**src/rtl/trivium_stream_if.sv**
```systemverilog
// Keystream output channel for trivium_stream: valid/ready word handshake.
interface trivium_stream_if #(
  parameter int W = 8
);
  logic [W-1:0] ks_data;
  logic         ks_valid;
  logic         ks_ready;

  modport master (output ks_data, output ks_valid, input ks_ready);
  modport slave  (input ks_data, input ks_valid, output ks_ready);
endinterface

```
**src/rtl/trivium_stream.sv**
```systemverilog
// Trivium keystream generator, W bits per clock, bounded run with valid/ready output.
// Optional build macro TRIVIUM_XOR_EN adds pt_data and emits pt_data ^ keystream.
module trivium_stream #(
  parameter int W           = 8,
  parameter int INIT_ROUNDS = 1152,
  parameter int LEN_W       = 16
) (
  input  logic             clk,
  input  logic             reset,
  input  logic [79:0]      key,
  input  logic [79:0]      iv,
  input  logic [LEN_W-1:0] len,
  input  logic             start,
  output logic             busy,
  output logic             done,
`ifdef TRIVIUM_XOR_EN
  input  logic [W-1:0]     pt_data,
`endif
  trivium_stream_if.master ks
);

  localparam int WARM_CYC = INIT_ROUNDS / W;
  localparam int WC_W     = $clog2(WARM_CYC + 1);

  typedef enum logic [1:0] {
    ST_IDLE = 2'd0,
    ST_WARM = 2'd1,
    ST_RUN  = 2'd2,
    ST_DONE = 2'd3
  } state_t;

  // Key/IV bytes enter the register in reverse byte order.
  function automatic logic [79:0] byte_rev(input logic [79:0] x);
    logic [79:0] r;
    r = 80'd0;
    for (int i = 0; i < 10; i++) begin
      r[8*i +: 8] = x[79-8*i -: 8];
    end
    return r;
  endfunction

  // W chained bit-steps: returns {keystream word, advanced state}, earliest bit in the MSB.
  function automatic logic [W+287:0] trivium_adv(input logic [287:0] s_in);
    logic [287:0] s;
    logic [W-1:0] z;
    logic         t1;
    logic         t2;
    logic         t3;
    s = s_in;
    z = {W{1'b0}};
    for (int k = 0; k < W; k++) begin
      t1 = s[65] ^ s[92];
      t2 = s[161] ^ s[176];
      t3 = s[242] ^ s[287];
      z[W-1-k] = t1 ^ t2 ^ t3;
      t1 = t1 ^ (s[90] & s[91]) ^ s[170];
      t2 = t2 ^ (s[174] & s[175]) ^ s[263];
      t3 = t3 ^ (s[285] & s[286]) ^ s[68];
      s = {s[286:177], t2, s[175:93], t1, s[91:0], t3};
    end
    return {z, s};
  endfunction

  state_t           state_r;
  state_t           state_nx_s;
  logic [287:0]     s_r;
  logic [287:0]     s_adv_s;
  logic [W-1:0]     z_s;
  logic [W-1:0]     word_s;
  logic [LEN_W-1:0] len_r;
  logic [LEN_W-1:0] word_cnt_r;
  logic [WC_W-1:0]  warm_cnt_r;
  logic             busy_r;
  logic             done_r;
  logic             valid_r;
  logic             load_s;
  logic             adv_s;
  logic             hs_s;
  logic             warm_last_s;
  logic             word_last_s;

  assign {z_s, s_adv_s} = trivium_adv(s_r);
  assign hs_s           = valid_r & ks.ks_ready;
  assign warm_last_s    = (warm_cnt_r == WC_W'(WARM_CYC - 1));
  // Compare against len-1 so len = all-ones finishes without the counter wrapping.
  assign word_last_s    = (word_cnt_r == (len_r - LEN_W'(1)));

`ifdef TRIVIUM_XOR_EN
  assign word_s = z_s ^ pt_data;
`else
  assign word_s = z_s;
`endif

  assign ks.ks_data  = valid_r ? word_s : {W{1'b0}};
  assign ks.ks_valid = valid_r;
  assign busy        = busy_r;
  assign done        = done_r;

  // Next-state decode and datapath enables.
  always_comb begin
    state_nx_s = state_r;
    load_s     = 1'b0;
    adv_s      = 1'b0;
    case (state_r)
      ST_IDLE: begin
        if (start) begin
          load_s     = 1'b1;
          state_nx_s = ST_WARM;
        end else begin
          state_nx_s = ST_IDLE;
        end
      end
      ST_WARM: begin
        adv_s = 1'b1;
        if (warm_last_s) begin
          if (len_r == {LEN_W{1'b0}}) begin
            state_nx_s = ST_DONE;
          end else begin
            state_nx_s = ST_RUN;
          end
        end else begin
          state_nx_s = ST_WARM;
        end
      end
      ST_RUN: begin
        if (hs_s) begin
          adv_s = 1'b1;
          if (word_last_s) begin
            state_nx_s = ST_DONE;
          end else begin
            state_nx_s = ST_RUN;
          end
        end else begin
          state_nx_s = ST_RUN;
        end
      end
      ST_DONE: begin
        state_nx_s = ST_IDLE;
      end
      default: begin
        state_nx_s = ST_IDLE;
      end
    endcase
  end

  // FSM state register.
  always_ff @(posedge clk) begin
    if (reset) begin
      state_r <= ST_IDLE;
    end else begin
      state_r <= state_nx_s;
    end
  end

  // Cipher state, counters and registered status outputs.
  always_ff @(posedge clk) begin
    if (reset) begin
      s_r        <= 288'd0;
      len_r      <= {LEN_W{1'b0}};
      word_cnt_r <= {LEN_W{1'b0}};
      warm_cnt_r <= {WC_W{1'b0}};
      busy_r     <= 1'b0;
      done_r     <= 1'b0;
      valid_r    <= 1'b0;
    end else begin
      busy_r  <= (state_nx_s != ST_IDLE);
      done_r  <= (state_nx_s == ST_DONE);
      valid_r <= (state_nx_s == ST_RUN);
      if (load_s) begin
        s_r        <= {3'b111, 112'd0, byte_rev(iv), 13'd0, byte_rev(key)};
        len_r      <= len;
        word_cnt_r <= {LEN_W{1'b0}};
        warm_cnt_r <= {WC_W{1'b0}};
      end else begin
        if (adv_s) begin
          s_r <= s_adv_s;
        end
        if (state_r == ST_WARM) begin
          warm_cnt_r <= warm_cnt_r + WC_W'(1);
        end
        if ((state_r == ST_RUN) && hs_s) begin
          word_cnt_r <= word_cnt_r + LEN_W'(1);
        end
      end
    end
  end

endmodule

```
**src/flat_wrapper.sv**
```systemverilog
// flat-port wrapper written by rule: the top's interface ports become plain ports
module trivium_stream_flat 
#(
  parameter int W           = 8,
  parameter int INIT_ROUNDS = 1152,
  parameter int LEN_W       = 16
)
  (clk, reset, key, iv, len, start, busy, done, ks_ks_data, ks_ks_valid, ks_ks_ready);
  trivium_stream_if #(.W(W)) ks_i ();
  input  logic clk;
  input  logic reset;
  input  logic [79:0] key;
  input  logic [79:0] iv;
  input  logic [LEN_W-1:0] len;
  input  logic start;
  output logic busy;
  output logic done;
  output wire logic [$bits(ks_i.ks_data)-1:0] ks_ks_data;
  output wire logic [$bits(ks_i.ks_valid)-1:0] ks_ks_valid;
  input wire logic [$bits(ks_i.ks_ready)-1:0] ks_ks_ready;
  assign ks_ks_data = ks_i.ks_data;
  assign ks_ks_valid = ks_i.ks_valid;
  assign ks_i.ks_ready = ks_ks_ready;
  trivium_stream #(.W(W), .INIT_ROUNDS(INIT_ROUNDS), .LEN_W(LEN_W)) u_core (.clk(clk), .reset(reset), .key(key), .iv(iv), .len(len), .start(start), .busy(busy), .done(done), .ks(ks_i));
endmodule
```
**config.mk**
```make
export PLATFORM = sky130hd
export DESIGN_NAME = trivium_stream_flat
export DESIGN_NICKNAME = d
export VERILOG_FILES = /design/src/rtl/trivium_stream_if.sv /design/src/rtl/trivium_stream.sv /design/src/flat_wrapper.sv
export SDC_FILE = /design/constraint.sdc
export NUM_CORES = 1
export LEC_CHECK = 0
export BUFFER_PORTS_ARGS = -buffer_cell sky130_fd_sc_hd__buf_4
export CAP_MARGIN = 10
export CORE_ASPECT_RATIO = 0.8
export CORE_MARGIN = 2
export CORE_UTILIZATION = 45
export DETAILED_ROUTE_END_ITERATION = 10
export HOLD_SLACK_MARGIN = 0.02
export PLACE_DENSITY = 0.73
export SLEW_MARGIN = 40
export SYNTH_ARGS = -nofsm -noshare
export SYNTH_HDL_FRONTEND = slang
export SYNTH_SLANG_ARGS = --single-unit
```
**constraint.sdc**
```tcl
create_clock -name clk -period 2.2 [get_ports clk]
set_clock_uncertainty 0.15 [all_clocks]
set_input_delay 0.22 -clock clk [delete_from_list [all_inputs] [get_ports clk]]
set_output_delay 0.22 -clock clk [all_outputs]
set_load 0.01 [all_outputs]
```
==> impl_summary.md <==
Run status
The run finished, with violations left. The final reports fail on setup timing.

STA
The number of hold-slack violations in the final timing report is 0. The shortest period the worst path allows is ~2.2 ns. Headroom to the max-slew limit came out at approximately two thirds. At the pin with the least slew margin, the transition time is roughly 0.5 ns. The worst hold slack is about 0.14 ns. Once routing completed, OpenROAD measured the worst setup slack at -0.0191 ns.

Setup violations remaining at the end of the flow were counted as 2. Setup repair after global routing could not meet its margin everywhere. In the final timing run, aggregate negative setup slack is -0.0309 ns. For this run, the top clock speed supported by timing is between 0.4 and 0.5 GHz.

The count of final max-slew check failures was 0. The final critical path takes up 101% of the cycle.

Placed design
After detailed placement, the total cell area comes to ~17,000 sq um. The worst setup slack before clock tree synthesis is -0.0536 ns. Counting tap cells, the placed design contains a total of ~2,400 instances.

The half-perimeter wire length after detailed placement is ~27 mm. The placer congestion estimate is between 0.8 and 0.9. The port buffer count is between 150 and 200.

GRT
The maximum number of pins on one net before global-route repair is just under 100. Summed over all layers, the global routing overflow is 0. The global-route wire length before repair is about 70 mm. The via count of the first global-routing pass is 13,800.

Global routing used roughly a quarter of the available tracks across all layers. The initial antenna violation count is 4.

Cells and area
For this run, the post-layout net count is between 2,000 and 2,500. Measured on the finished design, the core utilization comes to between 60 and 70%. The post-synthesis to final-layout area growth is 41.1%.

The post-route non-filler standard cell count is roughly 2,700. The final instance area is 20,300 sq um. In the final layout, the share of cells above drive strength 1 is 19.0%.

Worst setup path
The startpoint kind of the worst setup timing path is a flip-flop. The signal on the critical path passes through nor4_4 > nand4_2 > mux2_4 > a2111oi_4 > a41oi_2 > and2_1. The largest single stage delay on the critical path is roughly 0.36 ns. By startpoint and endpoint, the worst setup path is classified as flip-flop to flip-flop. The critical-path cell with the highest stage delay is sky130_fd_sc_hd__dfxtp_4.

The end of the critical path is u_core.ks.ks_valid. The launching element of the worst setup path is u_core.len_r[1]. The number of cells on the worst reg-to-reg path is 6. The capture instance of the worst register-to-register path is u_core.ks.ks_valid. The maximum fanout encountered on the critical timing path is 3. The endpoint class of the critical path is a flip-flop.

Setup slack on the worst reg-to-reg path comes out at -0.02 ns. The startpoint identified for the worst register-to-register timing path is u_core.len_r[1]. The arrival time of the worst setup path is ~2.5 ns. STA puts the critical path data required time at between 2 and 2.5 ns.

Yosys
Synthesis produced 1,850 cells. The area of the mapped netlist is 14,400 sq um. The number of synthesized register bits is ~330. The prevailing post-synth register cell is sky130_fd_sc_hd__dfxtp_1. The number of warnings issued by yosys is 0. Sequential elements use a little under half of the synthesized area. The synthesized design contains 0 enable-type register cells.

The number of different library cells used by synthesis comes to 44. A synthesized cell averages approximately 7.8 sq um. The net count after synthesis is 2,037. The fraction of synthesis flops using an asynchronous set or reset pin is 0%.

Floorplan
The die area is around 33,000 sq um. The floorplan step defined a core boundary enclosing approximately 31,000 sq um. The count of boundary I/O pins is 191. The overall die height is 164 um.

The die extent in x is slightly above 200 um. The initial core utilization is a little under half. The number of rows in the core area is 58.

Power and ir drop
Summed over all nets, the switching power comes to approximately 3.8 mW. The total power is around 15 mW. The internal power summed over all cells is between 10 and 15 mW. The clock network accounts for 40.4% of the total power. Of the total power, the share spent switching nets is between 20 and 30%. The combinational share of power is between 10% and 20%. The analysis attributes to cell leakage a power of around 7.4 nW. Sequential cells account for roughly 45% of the total power.

The worst IR drop on VDD is 0.000558 V. Dividing total power by cell area gives a power density of a little over 700 nW/um^2.

Clock network
TritonCTS built the clock tree. At the later pin of the worst-skew pair, clock insertion delay measures 0.54 ns. The clock input transition at the sequential cells of the worst setup and hold paths is approximately 0.06 ns. The clock tree synthesis step divided the H-tree into 2 levels.

The maximum count of clock buffers along a single path is 3. The master cell of the clock root buffer is sky130_fd_sc_hd__clkbuf_16. CTS saw 333 sinks.

The number of buffers inserted during clock tree synthesis is 35.

Routing
After detailed routing, the number of remaining DRC violations is 0. The mean routed wirelength per cell is 17.4 um. The remaining number of nets flagged by the antenna check after routing is 0.

The first-pass iteration count of the detailed router is 7. Wires add up to between 40 and 50 mm. In this run, the number of DRC markers left after iteration 0 of detailed routing was about 1,500. The routed layout has 14,600 vias.

Dividing the detail-routed via count by the number of cells gives between 5 and 6.

Job
Max-cap violations in this run came to 0.

Hold path
The class of the most critical hold timing path is input port to flip-flop. The startpoint identified for the worst hold timing path is ks_ks_ready.
-- registers in the layout, indices dropped and copies added, names as in the netlist --
signal              flops
u_core.s_r            288
u_core.len_r           16
u_core.word_cnt_r      16
u_core.warm_cnt_r       8
u_core.state_r          2
u_core.busy             1
u_core.done             1
u_core.ks.ks_valid      1
-- power groups by stage --
stage	clock network [mW]	registers, mW	logic (mW)
3_5_place_dp	0	6.64	1.65
6_report	5.89	6.56	2.13
2_1_floorplan	0	6.59	1.00
5_1_grt	6.23	6.58	2.28
4_1_cts	5.96	6.53	1.97
3_3_place_gp	0	6.64	1.62
-- how the worst min path moves through the flow --
stage / endpoint / cells after the start
2_1_floorplan: u_core.state_r[1] / 1
3_3_place_gp: u_core.s_r[203] / 2
3_5_place_dp: u_core.s_r[197] / 2
4_1_cts: u_core.word_cnt_r[0] / 5
5_1_grt: u_core.word_cnt_r[1] / 5
6_report: u_core.word_cnt_r[0] / 5
-- layer usage --
metal / wire, um / up-vias / track usage, %
met5: 17 / - / 0
li1: - / 6916 / -
met4: 1440 / 2 / 9.65
met1: 19300 / 6915 / 33.6
met2: 22400 / 593 / 43.2
met3: 3020 / 142 / 4.60
-- layout by cell type, fill, tap and decap left out, types with 18 or more instances in the layout --
cell / Yosys / final
sky130_fd_sc_hd__a211oi_1: 25 / 25
sky130_fd_sc_hd__a21oi_1: 154 / 153
sky130_fd_sc_hd__a311oi_1: 145 / 133
sky130_fd_sc_hd__buf_12: 0 / 19
sky130_fd_sc_hd__buf_4: 0 / 252
sky130_fd_sc_hd__clkbuf_16: 0 / 41
sky130_fd_sc_hd__dfxtp_1: 333 / 313
sky130_fd_sc_hd__dfxtp_2: 0 / 18
sky130_fd_sc_hd__dlygate4sd3_1: 0 / 178
sky130_fd_sc_hd__nand2_1: 599 / 598
sky130_fd_sc_hd__nor2_1: 219 / 219
sky130_fd_sc_hd__xnor2_1: 80 / 57
sky130_fd_sc_hd__xor2_1: 46 / 44
-- synth_stat cells, types with 9 or more instances --
library cell                 n  area share [%]
sky130_fd_sc_hd__xnor2_1    80             4.9
sky130_fd_sc_hd__inv_1       9            0.23
sky130_fd_sc_hd__buf_1      13            0.34
sky130_fd_sc_hd__nand4_1    13            0.56
sky130_fd_sc_hd__clkbuf_1  122             3.2
sky130_fd_sc_hd__buf_2      14            0.49
sky130_fd_sc_hd__dfxtp_1   333              46
sky130_fd_sc_hd__xor2_1     46             2.8
sky130_fd_sc_hd__a211oi_1   25             1.3
sky130_fd_sc_hd__nor2_1    219             5.7
sky130_fd_sc_hd__nand2_1   599              16
sky130_fd_sc_hd__a311oi_1  145             8.8
sky130_fd_sc_hd__and2_1     11            0.48
sky130_fd_sc_hd__a21oi_1   154             5.4
-- kinds of logic (layout without fill, tap and decap cells) --
group | Yosys count | in the layout | share of synthesized area, %
flops | 333 | 333 | 46.3
fa+ha+maj | 7 | 7 | 0.608
buf+inv | 158 | 533 | 4.24
compound gates | 349 | 349 | 16.9
other cells | 0 | 5 | 0
xor+xnor | 126 | 126 | 7.66
simple gates | 873 | 873 | 24.0
mux | 4 | 4 | 0.313
-- final cells by class --
cell class / instances / area (sq um)
Timing Repair Buffer: 462 / 4340
Sequential cell: 333 / 6700
Inverter: 9 / 33.8
Clock inverter: 9 / 88.8
Fill cell: 2466 / 11200
Antenna cell: 5 / 12.5
Clock buffer: 53 / 1040
Tap cell: 420 / 526
Multi-Input combinational cell: 1359 / 7570
-- worst max-delay path, delay by kind of cell, from the launching register on --
family | cells | cell delay (ns)
AO/OA/AOI/OAI | 2 | 0.56
flip-flops | 1 | 0.36
multiplexers | 1 | 0.34
AND/OR/NAND/NOR | 3 | 0.71
-- what timing repair did --
| item | CTS | global route |
|---|---|---|
| gates resized for setup | 36 | 52 |
| gates cloned | 0 | 5 |
| endpoints found under the setup margin | 10 | 157 |
| pin swaps | 8 | 21 |
| hold endpoints to repair | 181 | 0 |
| hold buffers | 178 | 0 |
| setup buffers | 1 | 13 |
No activity file was read; power rests on OpenSTA's default activity.
